--- src/rtl/riscv_pkg.sv ---
`default_nettype none
// ============================================================================
// Module      : riscv_pkg
// Description : Shared RV32I field-format selects, base opcodes and the
//               assembler control-state encoding.
// Revision    : 1.0 - initial release
// ============================================================================
package riscv_pkg;

  // Format select values carried on the fmt input
  localparam logic [2:0] FMT_R = 3'd0;
  localparam logic [2:0] FMT_I = 3'd1;
  localparam logic [2:0] FMT_S = 3'd2;
  localparam logic [2:0] FMT_B = 3'd3;
  localparam logic [2:0] FMT_U = 3'd4;
  localparam logic [2:0] FMT_J = 3'd5;

  // Base opcodes used when building programs
  localparam logic [6:0] OP_REG    = 7'h33;
  localparam logic [6:0] OP_IMM    = 7'h13;
  localparam logic [6:0] OP_STORE  = 7'h23;
  localparam logic [6:0] OP_BRANCH = 7'h63;
  localparam logic [6:0] OP_LUI    = 7'h37;
  localparam logic [6:0] OP_JAL    = 7'h6F;

  // Assembler control states
  typedef enum logic [1:0] {
    ST_IDLE  = 2'd0,
    ST_WRITE = 2'd1,
    ST_FULL  = 2'd2
  } state_e;

endpackage
`default_nettype wire

--- src/rtl/instr_encode.sv ---
`default_nettype none
// ============================================================================
// Module      : instr_encode
// Description : Combinational packer from decoded RV32I fields to a 32-bit
//               instruction word, with illegal-format and misaligned-target
//               flags.
// Revision    : 1.0 - initial release
// ============================================================================
module instr_encode
  import riscv_pkg::*;
(
  input  logic [2:0]  fmt,
  input  logic [6:0]  opcode,
  input  logic [4:0]  rd,
  input  logic [4:0]  rs1,
  input  logic [4:0]  rs2,
  input  logic [2:0]  funct3,
  input  logic [6:0]  funct7,
  input  logic [31:0] imm,
  output logic [31:0] word,
  output logic        illegal,
  output logic        misalign
);

  // Select the field layout for the requested format; out-of-format imm bits drop
  always_comb begin
    word     = 32'd0;
    illegal  = 1'b0;
    misalign = 1'b0;
    case (fmt)
      FMT_R: word = {funct7, rs2, rs1, funct3, rd, opcode};
      FMT_I: word = {imm[11:0], rs1, funct3, rd, opcode};
      FMT_S: word = {imm[11:5], rs2, rs1, funct3, imm[4:0], opcode};
      FMT_B: begin
        word     = {imm[12], imm[10:5], rs2, rs1, funct3, imm[4:1], imm[11], opcode};
        misalign = imm[0];
      end
      FMT_U: word = {imm[31:12], rd, opcode};
      FMT_J: begin
        word     = {imm[20], imm[10:1], imm[11], imm[19:12], rd, opcode};
        misalign = imm[0];
      end
      default: illegal = 1'b1;
    endcase
  end

endmodule
`default_nettype wire

--- src/rtl/instr_assembler.sv ---
`default_nettype none
// ============================================================================
// Module      : instr_assembler
// Description : Accepts decoded field tuples, encodes them and streams the
//               words into an instruction-memory load port at sequential
//               word addresses; tracks fill level and flags encode errors.
// Revision    : 1.0 - initial release
// ============================================================================
module instr_assembler
  import riscv_pkg::*;
#(
  parameter int ADDR_W = 8
) (
  input  logic              clk,
  input  logic              rst,
  input  logic              clear,
  input  logic              in_valid,
  output logic              in_ready,
  input  logic [2:0]        fmt,
  input  logic [6:0]        opcode,
  input  logic [4:0]        rd,
  input  logic [4:0]        rs1,
  input  logic [4:0]        rs2,
  input  logic [2:0]        funct3,
  input  logic [6:0]        funct7,
  input  logic [31:0]       imm,
  output logic              mem_we,
  output logic [ADDR_W-1:0] mem_addr,
  output logic [31:0]       mem_wdata,
  input  logic              mem_ready,
  output logic [ADDR_W:0]   count,
  output logic              full,
  output logic              err_fmt,
  output logic              err_align
);

  localparam logic [ADDR_W:0] c_depth = (ADDR_W+1)'(1) << ADDR_W;
  localparam logic [ADDR_W:0] c_last  = c_depth - 1'b1;

  state_e            r_state;
  state_e            w_state_nxt;
  logic [ADDR_W-1:0] r_addr;
  logic [31:0]       r_wdata;
  logic [ADDR_W:0]   r_count;
  logic              r_err_fmt;
  logic              r_err_align;

  logic [31:0]       w_word;
  logic              w_illegal;
  logic              w_misalign;
  logic [ADDR_W:0]   w_count_inc;
  logic              w_load;
  logic              w_advance;
  logic              w_err_fmt;
  logic              w_err_align;

  instr_encode u_encode (
    .fmt      (fmt),
    .opcode   (opcode),
    .rd       (rd),
    .rs1      (rs1),
    .rs2      (rs2),
    .funct3   (funct3),
    .funct7   (funct7),
    .imm      (imm),
    .word     (w_word),
    .illegal  (w_illegal),
    .misalign (w_misalign)
  );

  assign w_count_inc = r_count + 1'b1;

  // Next-state, handshake and capture decisions; clear blocks acceptance outright
  always_comb begin
    w_state_nxt = r_state;
    in_ready    = 1'b0;
    w_load      = 1'b0;
    w_advance   = 1'b0;
    w_err_fmt   = 1'b0;
    w_err_align = 1'b0;
    if (clear) begin
      w_state_nxt = ST_IDLE;
    end else begin
      case (r_state)
        ST_IDLE: begin
          in_ready = 1'b1;
          if (in_valid) begin
            if (w_illegal) begin
              w_err_fmt = 1'b1;
            end else begin
              w_load      = 1'b1;
              w_err_align = w_misalign;
              w_state_nxt = ST_WRITE;
            end
          end
        end
        ST_WRITE: begin
          // The last free slot cannot take a follow-on tuple, so gate it here
          in_ready = mem_ready && (r_count != c_last);
          if (mem_ready) begin
            w_advance = 1'b1;
            if (w_count_inc == c_depth) begin
              w_state_nxt = ST_FULL;
            end else if (in_valid && in_ready) begin
              if (w_illegal) begin
                w_err_fmt   = 1'b1;
                w_state_nxt = ST_IDLE;
              end else begin
                w_load      = 1'b1;
                w_err_align = w_misalign;
                w_state_nxt = ST_WRITE;
              end
            end else begin
              w_state_nxt = ST_IDLE;
            end
          end
        end
        default: w_state_nxt = r_state;
      endcase
    end
  end

  // State, address, fill count, write data and error pulses
  always_ff @(posedge clk or posedge rst) begin
    if (rst) begin
      r_state     <= ST_IDLE;
      r_addr      <= '0;
      r_wdata     <= 32'd0;
      r_count     <= '0;
      r_err_fmt   <= 1'b0;
      r_err_align <= 1'b0;
    end else if (clear) begin
      r_state     <= ST_IDLE;
      r_addr      <= '0;
      r_wdata     <= 32'd0;
      r_count     <= '0;
      r_err_fmt   <= 1'b0;
      r_err_align <= 1'b0;
    end else begin
      r_state     <= w_state_nxt;
      r_err_fmt   <= w_err_fmt;
      r_err_align <= w_err_align;
      if (w_advance) begin
        r_count <= w_count_inc;
        r_addr  <= r_addr + 1'b1;   // natural wrap returns to 0 on filling
      end
      if (w_load) begin
        r_wdata <= w_word;
      end
    end
  end

  assign mem_we    = (r_state == ST_WRITE);
  assign full      = (r_state == ST_FULL);
  assign mem_addr  = r_addr;
  assign mem_wdata = r_wdata;
  assign count     = r_count;
  assign err_fmt   = r_err_fmt;
  assign err_align = r_err_align;

endmodule
`default_nettype wire

--- config.mk ---
export PLATFORM = sky130hd
export DESIGN_NAME = instr_assembler
export DESIGN_NICKNAME = d
export VERILOG_FILES = /design/src/rtl/riscv_pkg.sv /design/src/rtl/instr_encode.sv /design/src/rtl/instr_assembler.sv
export SDC_FILE = /design/constraint.sdc
export NUM_CORES = 1
export LEC_CHECK = 0
export CORE_ASPECT_RATIO = 1.4
export CORE_MARGIN = 2
export CORE_UTILIZATION = 42
export CTS_CLUSTER_SIZE = 28
export DETAILED_ROUTE_END_ITERATION = 16
export PLACE_DENSITY = 0.88
export REMOVE_ABC_BUFFERS = 1
export SETUP_SLACK_MARGIN = 0.1
export SYNTH_ARGS = -nofsm -noshare
export SYNTH_HDL_FRONTEND = slang
export SYNTH_SLANG_ARGS = --single-unit
--- constraint.sdc ---
create_clock -name clk -period 6.52 [get_ports clk]
set_input_delay 0.978 -clock clk [delete_from_list [all_inputs] [get_ports clk]]
set_output_delay 0.978 -clock clk [all_outputs]
set_load 0.005 [all_outputs]
* Word level (Yosys, flattened, before mapping)
Cells that the tools add are included.
** Word-level totals
- Word-level logic and storage cells :: 72
- Bits in registers :: 53
** Cells by class
- Muxes and demuxes :: 42
- Add/sub/neg operators :: 2
- Equality and inequality tests :: 12
- Reduce and logical (&&, ||, !) cells :: 10
** Operators by type and width (number)
- $pmux 32 s6 :: 1
- $mux 32 :: 2
- $mux 1 :: 24
- $mux 9 :: 2
- $mux 8 :: 2
- $mux 2 :: 6
- $add 9x1->9 const B :: 1
- $eq 9x9->1 const B :: 1
- $ne 9x8->1 const B :: 1
- $add 8x1->8 const B :: 1
- $pmux 1 s2 :: 4
- $eq 3x2->1 const B :: 2
- $eq 3x3->1 const B :: 2
- $ne 3x3->1 const B :: 2
- $reduce_or 6->1 :: 1
- $pmux 2 s2 :: 1
- $reduce_and 4->1 :: 1
- $reduce_bool 2->1 :: 2
- $eq 3x1->1 const B :: 1
- $logic_not 3->1 :: 1
- $ne 3x2->1 const B :: 1
- $reduce_bool 3->1 :: 1
- $eq 2x1->1 const B :: 1
- $eq 2x2->1 const B :: 1
- 3 further kinds :: 4

* Logic depth before layout (Yosys ltp)
Gate-level depths: netlist of run 1.
- Word-level depth :: 10
- Gate-level depth with buffers :: 9

* Modules after synthesis
Synthesis of run 1 repeated with hierarchy kept, for this count alone.
** Second synthesis, totals
- Cell total of the unflattened synthesis :: 339
- Area total of the unflattened synthesis :: 3266.9 um2
** Modules (own cells, without submodules)
- instr_assembler :: times used 1, cells each 249, sequential area each 1326.3 um2, area an instance 2687.6 um2
- instr_encode :: times used 1, cells each 90, sequential area each 0.0 um2, area an instance 579.3 um2

* Least setup slack after synthesis of run 1
Ideal clock, no wire load.
- Kind :: input port to output port
- Start :: input clear
- End :: output in_ready
- Data required time :: 5542 ps
- Cell stages on the path :: 3
- Buffers on the path :: 2
- Slack :: 3962 ps
- Data arrival time :: 1580 ps
- Cell sequence :: clkbuf_1 > clkbuf_1 > a211oi_1
** On the way
- Longest elaborated chain between the ends :: 1
** RTL lines
- start: declaration :: line instr_assembler.sv:16 : input logic clear,
- $mux 1 :: line instr_assembler.sv:81 : if (clear) begin
- end: declaration :: line instr_assembler.sv:18 : output logic in_ready,
Every way passes these cells.

* Worst setup path after layout of run 1
- Start :: input fmt[1]
- End :: register r_wdata[11], in the netlist mem_wdata[11]
** On the way
- Longest elaborated chain between the ends :: 9
- Elaborated cells between the ends (all ways) :: 18
** RTL lines
- start: declaration :: line instr_assembler.sv:19 : input logic [2:0] fmt,
- $eq 3x1->1, or another cell as far along :: line instr_encode.sv:30 : case (fmt)
- $reduce_or 6->1 (no line)
- $mux 1 :: line instr_assembler.sv:88, instr_assembler.sv:105
- $mux 1 :: line instr_assembler.sv:104 : end else if (in_valid && in_ready) begin
- $mux 1 :: line instr_assembler.sv:102 : if (w_count_inc == c_depth) begin
- $mux 1 :: line instr_assembler.sv:100 : if (mem_ready) begin
- $pmux 1 s2 :: line instr_assembler.sv:84 : case (r_state)
- $mux 1 :: line instr_assembler.sv:81
- $reduce_bool 2->1 (no line)
- end signal: assignment :: line instr_assembler.sv:148 : r_wdata <= w_word;
- end: declaration :: line instr_assembler.sv:43 : logic [31:0] r_wdata;
Parallel ways exist; a longest one is shown, timed or not. The select of a mux whose other input is x is not followed.
A chain may end at the register's enable or synchronous reset.

==> results.md, run 1 <==
- Status: completed
- Vias in the first global route: 2803
- Io pins: 126
- Synth warn: 0
- Post_cts resized: 0
- Gate power share: 24.2%
- Avg WL per Cell: 15.7 um
- Measured slew at the worst slew-check pin: 1.02 ns
- Largest net degree at the start of global routing: 54
- Setup Crit Path Kind: in -> reg
- Critical Path Start Type: primary input
- Largest fanout on the critical path: 29
- Syn avg cell area: 9.66 um^2
- Die Span Y: 104 um
- Worst VDD drop: 0.126 mV
- Critical path required time: 6.65 ns
- Clock share of power: 28.5%
- Pre-CTS WS: 2.71 ns
- First-pass GRT wire length: 13500 um
- Gr usage total: 21.9%
- Post-DP HPWL: 6190 um
- Final wirelength: 8150 um
- Worst setup startpoint: fmt[1]
- Sequence of cells on the critical path: clkdlybuf4s50_1 -> and2_0 -> buf_4 -> nor2_1 -> o2bb2ai_1 -> a31oi_2 -> o32ai_1
- Biggest area consumer among synthesized cells: dfrtp_1
- Fmax: 285 MHz
- Final GP Congestion: 0.773
- Overall die width: 75.4 um
- Worst Path Arrival: 3.64 ns
- Period utilization: 53.8%
- Clock transition at path regs: 0.09 ns
- Via/cell ratio: 5.35
- Number of synthesized flops with an enable pin: 0
- P_int: 566 uW
- # setup viols final: 0
- Core ar.: 6940 um^2
- Max-slew headroom: 31.6%
- Via Count: 2773
- R2R Path End: mem_wdata[11]$_DFFE_PP0P_
- Synthesized cell area: 3000 um^2
- Initial Util: 43.2%
- Reg2Reg Depth: 7
- Post-CTS setup buffers: 0
- Cells after synthesis: 310
- Area growth from synthesis to layout: 47.0%
- Clock skew: 0.0120 ns
- Most frequent cells after synthesis: 53 x dfrtp_1, 28 x mux2i_1, 27 x nand2b_1, 25 x nor2_1, 23 x inv_1
- Max_cap viols: 0
- Total Die Area: 7830 um^2
- TritonCTS clock tree: yes
- Cts bufs inserted: 5
- Slowest stage cell, crit path: clkdlybuf4s50_1
- Share of layout cells above drive strength 1: 4.49%
- P_sw: 199 uW
- Port buffer count: 125
- Switching part of the total power: 26.0%
- Placement Rows: 36
- Drc violations: 0
- Power per cell area: 174 nW/um^2
- Ant diodes: 0
- Remaining global-route overflow: 0
- Most common cell in the netlist: dfrtp_1
- Clk Latency, worst-skew pair: 0.31 ns
- Register bit total from synthesis: 53
- Max-slew violation count: 0
- P_leak: 0.00180 uW
- Fin Setup TNS: 0 ns
- Share of flip-flops with an asynchronous set or reset: 100%
- Min-Delay Endpoint: mem_wdata[9]$_DFFE_PP0P_
- Post-synth cell types: 42
- Hold_sp: mem_wdata[9]$_DFFE_PP0P_
- ANT nets after route: 0
- First-pass DRT Iterations: 4
- Critical Path Max Stage Delay: 0.94 ns
- Synth top area share: 44.3%
- Post-layout min period: 3.50 ns
- Min-delay worst type: reg -> reg
- Setup crit end kind: register
- Seq pwr share: 47.3%
- Initial antenna violation count: 0
- Final WS setup: 3.02 ns
- H-tree levels: 2
- Num Clock Sinks: 53
- RSZ-0062 raised after global routing: false
- Synth Flop Type: dfrtp_1
- NumNets Final: 498
- Hold_buf cts: 0
- Top post-synthesis cells by area: dfrtp_1 44%, mux2i_1 9.4%, o32ai_1 5.8%
- Worst R2R Setup Slack: 3.58 ns
- Seq/Total Area, Yosys: 44.3%
- Final hold violations: 0
- CTS Buffer Depth: 2
- Hold depth: 2
- Iter 0 DRT Violations: 137
- Clock root buffer: clkbuf_8
- RR Startpoint: count[0]$_DFFE_PP0P_
-- cell type report --
class | count | area, um^2
Sequential cell | 53 | 1330
Tap cell | 95 | 119
Clock inverter | 2 | 35.0
Multi-Input combinational cell | 211 | 1490
Fill cell | 609 | 2530
Clock buffer | 5 | 68.8
Timing Repair Buffer | 129 | 1280
Inverter | 23 | 86.3
-- layout by cell type, fill, tap and decap left out, types with 2 or more instances in the layout --
master           netlist  layout
o22ai_1                6       6
nand2_1               13      13
a22oi_1               16      16
xnor2_1                5       5
o21a_1                 2       2
buf_4                  1       4
and3_1                 2       2
nand3_1                5       5
nor2_1                25      25
a211oi_1               4       4
dfrtp_1               53      53
inv_1                 23      22
o21ai_2                2       2
a31oi_1                3       2
ha_1                   3       3
or3_1                  2       2
xor2_1                10      10
nand4_1                5       5
mux2i_1               28      28
nor3_1                 3       3
nor2b_1                3       3
o32ai_1               20      20
clkdlybuf4s50_1        0     125
a21oi_1               11      11
o21ai_0                3       3
nand2b_1              27      27
clkbuf_8               0       5
-- kinds of logic after synthesis --
family          share of synthesized area (%)
flops                                    44.3
simple gates                             16.2
compound gates                           17.8
xor+xnor                                 4.39
mux                                      9.73
buf+inv                                  6.31
fa+ha+maj                                1.25
-- stage by stage --
| step | hold slack [ns] | power, uW | utilization [%] | instance area, um^2 | cells |
|---|---|---|---|---|---|
| after floorplan | 0.508 | 437 | - | 2890 | 287 |
| after global placement | 0.499 | 548 | 62.0 | 4300 | 511 |
| after detailed placement | 0.509 | 554 | 62.0 | 4300 | 511 |
| after CTS | 0.533 | 775 | 63.5 | 4400 | 518 |
| after global routing | 0.568 | 802 | 63.5 | 4400 | 518 |
| final | 0.524 | 765 | 63.5 | 4400 | 518 |
-- critical path, delay by kind of cell --
kind / cells / cell delay [ns]
AOI/OAI and AO/OA: 3 / 1.00
buffers and inverters: 2 / 1.15
and+or+nand+nor: 2 / 0.49
-- metal layers --
| layer | track usage (%) | part of all wire, % | wire (um) | vias up |
|---|---|---|---|---|
| li1 | - | - | - | 1328 |
| met1 | 27.9 | 40 | 3230 | 1324 |
| met2 | 37.3 | 54 | 4400 | 112 |
| met3 | 4.07 | 5.0 | 406 | 9 |
| met4 | 5.39 | 1.4 | 113 | 0 |
| met5 | 0 | 0 | 0 | - |
-- state kept, by name (all words and copies together), names as in the netlist --
| register | flops |
|---|---|
| count | 9 |
| err_align | 1 |
| err_fmt | 1 |
| mem_addr | 8 |
| mem_wdata | 32 |
| r_state | 2 |
-- how the worst max path moves through the flow --
stage / end
after floorplan: mem_wdata[10]$_DFFE_PP0P_
after global placement: mem_wdata[8]$_DFFE_PP0P_
after detailed placement: mem_wdata[18]$_DFFE_PP0P_
after CTS: in_ready
after global routing: mem_wdata[18]$_DFFE_PP0P_
final: mem_wdata[11]$_DFFE_PP0P_
-- power by group through the flow --
stage          Sequential [uW]  Combinational (uW)  Clock, uW
6_report                   362                 185        218
5_1_grt                    364                 202        235
4_1_cts                    362                 186        227
3_5_place_dp               367                 186          0
3_3_place_gp               367                 181          0
2_1_floorplan              366                70.9          0
No activity file was read; power rests on OpenSTA's default activity.
==> run 2, diff against run 1 <==
==> constraint.sdc (replaced) <==
create_clock -name clk -period 3.6 [get_ports clk]
set_input_delay 0.54 -clock clk [delete_from_list [all_inputs] [get_ports clk]]
set_output_delay 0.54 -clock clk [all_outputs]
set_load 0.005 [all_outputs]
==> run 2 against run 1 <==
Net effect: critical path depth unchanged; sequential share of layout area is 0.31 points lower; clock power is 96% higher; die area unchanged; non-clock buffer count grew 4; via count is 2.2% higher; routed wire length is 0.74% higher; design area up 1.1%; worst hold slack barely moved; utilization rose by 0.67 points; combinational power rose by 84%; flip-flop and latch count stayed put; critical path type is now reg -> out; critical endpoint is now in_ready.
==> results.md, run 2 (synthesized netlist as in run 1, its figures left out) <==
- Vias in the first global route: 2891
- Initial Util: 43.2%
- P_sw: 370 uW
- CTS Buffer Depth: 2
- Final WS setup: 0.703 ns
- Fill cell count: 587
- Overall die width: 75.4 um
- Switching part of the total power: 26.0%
- First-pass GRT wire length: 13400 um
- Area growth from synthesis to layout: 48.5%
- Sequence of cells on the critical path: ha_1 -> nand3_1 -> nor2_1 -> ha_1 -> nand2b_1 -> a211oi_1 -> clkdlybuf4s50_1
- Die Span Y: 104 um
- Critical Path Start Type: register
- Fmax: 345 MHz
- Placement Rows: 36
- Met1 WL: 3210 um
- Met3 routed WL: 436 um
- Cts bufs inserted: 5
- Via Count: 2835
- Final wirelength: 8210 um
- Clock share of power: 30.0%
- Remaining global-route overflow: 0
- RSZ-0062 raised after global routing: false
- Worst Path Arrival: 2.36 ns
- Pre-CTS WS: 1.01 ns
- Num Clock Sinks: 53
- Max-slew headroom: 27.0%
- Top Layer Used: met4
- Fin Setup TNS: 0 ns
- CP delay by family, top: buffers and inverters
- Worst setup startpoint: count[0]$_DFFE_PP0P_
- Post_cts resized: 0
- Io pins: 126
- Final GP Congestion: 0.860
- NumNets Final: 502
- WL met2: 4470 um
- Worst VDD drop: 0.208 mV
- Gate power share: 24.0%
- Commonest non-fill, non-tap cell in the layout: clkdlybuf4s50_1
- Avg WL per Cell: 15.7 um
- Seq pwr share: 46.0%
- # setup viols final: 0
- Post-CTS setup buffers: 0
- Ant diodes: 0
- Measured slew at the worst slew-check pin: 1.09 ns
- Critical path required time: 3.06 ns
- Clk Latency, worst-skew pair: 0.31 ns
- RR Startpoint: count[0]$_DFFE_PP0P_
- Max_cap viols: 0
- P_leak: 0.00182 uW
- Gr usage total: 21.4%
- Total Die Area: 7830 um^2
- Hold_sp: mem_wdata[22]$_DFFE_PP0P_
- Min-delay worst type: reg -> reg
- Largest fanout on the critical path: 7
- Total power: 1420 uW
- Port buffer count: 125
- Core ar.: 6940 um^2
- H-tree levels: 2
- Setup crit end kind: output pin
- Most frequent cells in the layout: 125 x clkdlybuf4s50_1, 53 x dfrtp_1, 28 x mux2i_1, 27 x nand2b_1, 25 x nor2_1
- Clock transition at path regs: 0.10 ns
- CP dominant cell by count: ha_1
- Via/cell ratio: 5.42
- Largest net degree at the start of global routing: 54
- ANT nets after route: 0
- Final hold violations: 0
- CP bufs+invs: 1
- Power per cell area: 320 nW/um^2
- Setup Crit Path Kind: reg -> out
- Iter 0 DRT Violations: 159
- TritonCTS clock tree: yes
- Drc violations: 0
- Initial antenna violation count: 0
- Critical Path Max Stage Delay: 0.54 ns
- Max reg flops: 32
- Post-DP HPWL: 6130 um
- Hold_buf cts: 0
- Clock skew: 0.00861 ns
- Period utilization: 80.5%
- Clock root buffer: clkbuf_8
- Status: completed
- Post-Route Utilization: 64.1%
- Slowest stage cell, crit path: clkdlybuf4s50_1
- Share of layout cells above drive strength 1: 5.61%
- P_int: 1050 uW
- Post-layout min period: 2.90 ns
- Max-slew violation count: 0
- First-pass DRT Iterations: 5
-- run 2: cell count changes in the layout (fill, tap and decap cells not counted), sizes merged --
cell      previous run  this run
clkinv               1         0
clkinvlp             0         1
clkbuf               5         6
buf                  4         8
-- run 2: per-stage QoR --
| stage | hold WS [ns] | cells | cell area, um^2 |
|---|---|---|---|
| after floorplan | 0.508 | 287 | 2890 |
| after global placement | 0.499 | 515 | 4330 |
| after detailed placement | 0.505 | 515 | 4330 |
| after CTS | 0.528 | 523 | 4450 |
| after global routing | 0.560 | 523 | 4450 |
| final | 0.524 | 523 | 4450 |
-- run 2: worst paths after layout --
path	to	slack [ns]	depth (start not counted)
setup / recovery	in_ready	0.70	7
hold / removal	mem_wdata[22]$_DFFE_PP0P_	0.52	2
setup reg to reg	mem_wdata[30]$_DFFE_PP0P_	1.04	7
hold reg to reg	mem_wdata[22]$_DFFE_PP0P_	0.52	2
max in group asynchronous	mem_addr[6]$_DFFE_PP0P_	2.10	2
min in group asynchronous	mem_wdata[14]$_DFFE_PP0P_	0.82	2
-- run 2: power by group through the flow --
stage	sequential, uW	combinational, uW	clock [uW]
after CTS	655	343	439
after global routing	659	371	458
after floorplan	663	128	0
after detailed placement	665	343	0
final	655	341	427
after global placement	665	334	0
-- run 2: worst register-to-register path, stage by stage, from the launching register on --
cell,delay [ns]
dfrtp_1,0.50
ha_1,0.30
nand3_1,0.11
nor2_1,0.12
ha_1,0.26
or4_4,0.58
o21ai_2,0.39
mux2i_1,0.24
-- run 2: layout make-up --
class	instances	area (um^2)	area share [%]
well taps	95	119	2.67
inverters	23	86.3	1.94
clock buffers	6	82.6	1.86
repair buffers	133	1310	29.5
clock inverters	2	37.5	0.844
multi-input cells	211	1490	33.4
flip-flops and latches	53	1330	29.8
-- run 2: metal layers --
metal,track usage (%),vias to the layer above
met5,0,-
met4,5.26,0
met3,3.88,9
met2,37.3,112
met1,26.5,1377
li1,-,1337
==> run 3, diff against run 2 <==
--- a/config.mk
+++ b/config.mk
@@ -7,10 +7,10 @@
 export LEC_CHECK = 0
 export CORE_ASPECT_RATIO = 1.4
 export CORE_MARGIN = 2
-export CORE_UTILIZATION = 42
+export CORE_UTILIZATION = 39
 export CTS_CLUSTER_SIZE = 28
 export DETAILED_ROUTE_END_ITERATION = 16
-export PLACE_DENSITY = 0.88
+export PLACE_DENSITY = 0.86
 export REMOVE_ABC_BUFFERS = 1
 export SETUP_SLACK_MARGIN = 0.1
 export SYNTH_ARGS = -nofsm -noshare
==> constraint.sdc (replaced) <==
create_clock -name clk -period 2.64 [get_ports clk]
set_input_delay 0.396 -clock clk [delete_from_list [all_inputs] [get_ports clk]]
set_output_delay 0.396 -clock clk [all_outputs]
set_load 0.005 [all_outputs]
==> run 3 against run 2 <==
Net effect: critical path depth did not move; final cell count rose by 1.9%; clock power rose by 35%; critical path type is now reg -> reg; critical endpoint is now mem_wdata[26]$_DFFE_PP0P_; flip-flop and latch count did not move; via count rose by 0.78%; clock skew fell by 0.0017 ns; global-route usage fell by 1.6 points; largest cell class unchanged.
==> results.md, run 3 (synthesized netlist as in run 1, its figures left out) <==
- CP delay by family, top: simple AND/OR/NAND/NOR gates
- Setup crit end kind: register
- Hold depth: 2
- Most frequent cells in the layout: 124 x clkdlybuf4s50_1, 53 x dfrtp_1, 28 x mux2i_1, 27 x nand2b_1, 25 x nor2_1
- Gr usage total: 19.7%
- CP Depth: 7
- R2R Path End: mem_wdata[26]$_DFFE_PP0P_
- # setup viols final: 0
- Initial antenna violation count: 0
- Avg WL per Cell: 15.4 um
- Drc violations: 0
- Max reg flops: 32
- P_leak: 0.00187 uW
- Worst R2R Setup Slack: 0.26 ns
- Clk Latency, worst-skew pair: 0.31 ns
- Placement Rows: 37
- First-pass GRT wire length: 13400 um
- RSZ-0062 raised after global routing: false
- Clock root buffer: clkbuf_8
- Worst setup startpoint: count[3]$_DFFE_PP0P_
- Post-DP HPWL: 6220 um
- Switching part of the total power: 25.8%
- Worst VDD drop: 0.321 mV
- Status: completed
- TritonCTS clock tree: yes
- Max-slew headroom: 54.2%
- Final hold violations: 0
- Slowest stage cell, crit path: or4_4
- Io pins: 126
- RR Startpoint: count[3]$_DFFE_PP0P_
- Measured slew at the worst slew-check pin: 0.686 ns
- Vias in the first global route: 2894
- Setup Crit Path Kind: reg -> reg
- Ant diodes: 0
- Via Count: 2857
- ANT nets after route: 0
- Clock share of power: 29.7%
- Seq pwr share: 45.7%
- Remaining global-route overflow: 0
- P_int: 1440 uW
- Worst Path Arrival: 2.60 ns
- Hold WS: 0.525 ns
- Post-Route Utilization: 61.1%
- Post-layout min period: 2.38 ns
- Max-slew violation count: 0
- Iter 0 DRT Violations: 134
- Reg2Reg Depth: 7
- Port buffer count: 125
- Total Die Area: 8410 um^2
- Area growth from synthesis to layout: 51.0%
- Largest fanout on the critical path: 6
- Total power: 1950 uW
- Worst setup endpoint: mem_wdata[26]$_DFFE_PP0P_
- Gate power share: 24.6%
- Min-delay worst type: reg -> reg
- Power per cell area: 430 nW/um^2
- Core ar.: 7410 um^2
- Clock transition at path regs: 0.10 ns
- Final GP Congestion: 0.792
- Clock skew: 0.00689 ns
- Critical Path Start Type: register
- CTS Buffer Depth: 2
- Critical path required time: 2.87 ns
- P_sw: 503 uW
- Overall die width: 78.1 um
- CP bufs+invs: 0
- Num Clock Sinks: 53
- Initial Util: 40.4%
- Via/cell ratio: 5.36
- Die Span Y: 108 um
- Max_cap viols: 0
- Commonest non-fill, non-tap cell in the layout: clkdlybuf4s50_1
- Share of layout cells above drive strength 1: 7.34%
- Fin Setup TNS: 0 ns
- Fin cells: 533
- Largest net degree at the start of global routing: 54
- H-tree levels: 2
- First-pass DRT Iterations: 4
- NumNets Final: 510
- Final wirelength: 8190 um
- Dpl cells: 523
- Critical Path Max Stage Delay: 0.57 ns
- Fmax: 421 MHz
- Cts bufs inserted: 5
- Period utilization: 90.0%
- Sequence of cells on the critical path: and3_1 -> nand2_1 -> nor2_1 -> ha_1 -> or4_4 -> o21ai_2 -> mux2i_1
run 3: power groups by stage:
stage / Clock, uW / Combinational, uW / Sequential (uW)
floorplan: 0 / 175 / 905
global placement: 0 / 470 / 904
detailed placement: 0 / 482 / 903
CTS: 593 / 482 / 889
global route: 618 / 520 / 895
finish: 578 / 478 / 889
run 3: tightest hold or removal path, cell delays in order (launching register included):
cell	delay (ns)
dfrtp_1	0.36
inv_1	0.04
o32ai_1	0.09
run 3: per-layer routing:
layer	wire [um]	part of all wire (%)	vias to the layer above	GRT usage (%)
li1	-	-	1352	-
met1	3270	40	1360	23.2
met2	4210	51	127	35.2
met3	507	6.2	18	3.94
met4	204	2.5	0	7.64
met5	0	0	-	0
run 3: worst min-delay path by stage:
stage	start	end	slack (ns)
final	mem_wdata[21]$_DFFE_PP0P_	mem_wdata[21]$_DFFE_PP0P_	0.52
after global placement	mem_wdata[13]$_DFFE_PP0P_	mem_wdata[13]$_DFFE_PP0P_	0.50
after detailed placement	mem_wdata[21]$_DFFE_PP0P_	mem_wdata[21]$_DFFE_PP0P_	0.51
after global routing	mem_wdata[22]$_DFFE_PP0P_	mem_wdata[22]$_DFFE_PP0P_	0.55
after floorplan	clear	count[1]$_DFFE_PP0P_	0.46
after CTS	mem_wdata[21]$_DFFE_PP0P_	mem_wdata[21]$_DFFE_PP0P_	0.53
run 3: final cells by class:
cell class	count	area, um^2
clock buffer	6	82.6
clock inverter	2	37.5
fill	648	2880
inverter	23	86.3
multi-input combinational	211	1490
sequential	53	1330
tap	97	121
timing repair buffer	141	1380
run 3: timing repair:
| action | 4_1_cts | 5_1_grt |
|---|---|---|
| buffers inserted | 2 | 0 |
| setup endpoints to repair | 1 | 0 |
| hold buffers | 0 | 0 |
| gates resized for setup | 1 | 0 |
run 3: stage by stage:
stage / area, um^2 / worst slack, ns
after floorplan: 2890 / 0.107
after global placement: 4390 / 0.317
after detailed placement: 4390 / 0.184
after CTS: 4520 / 0.266
after global routing: 4520 / 0.127
final: 4520 / 0.265
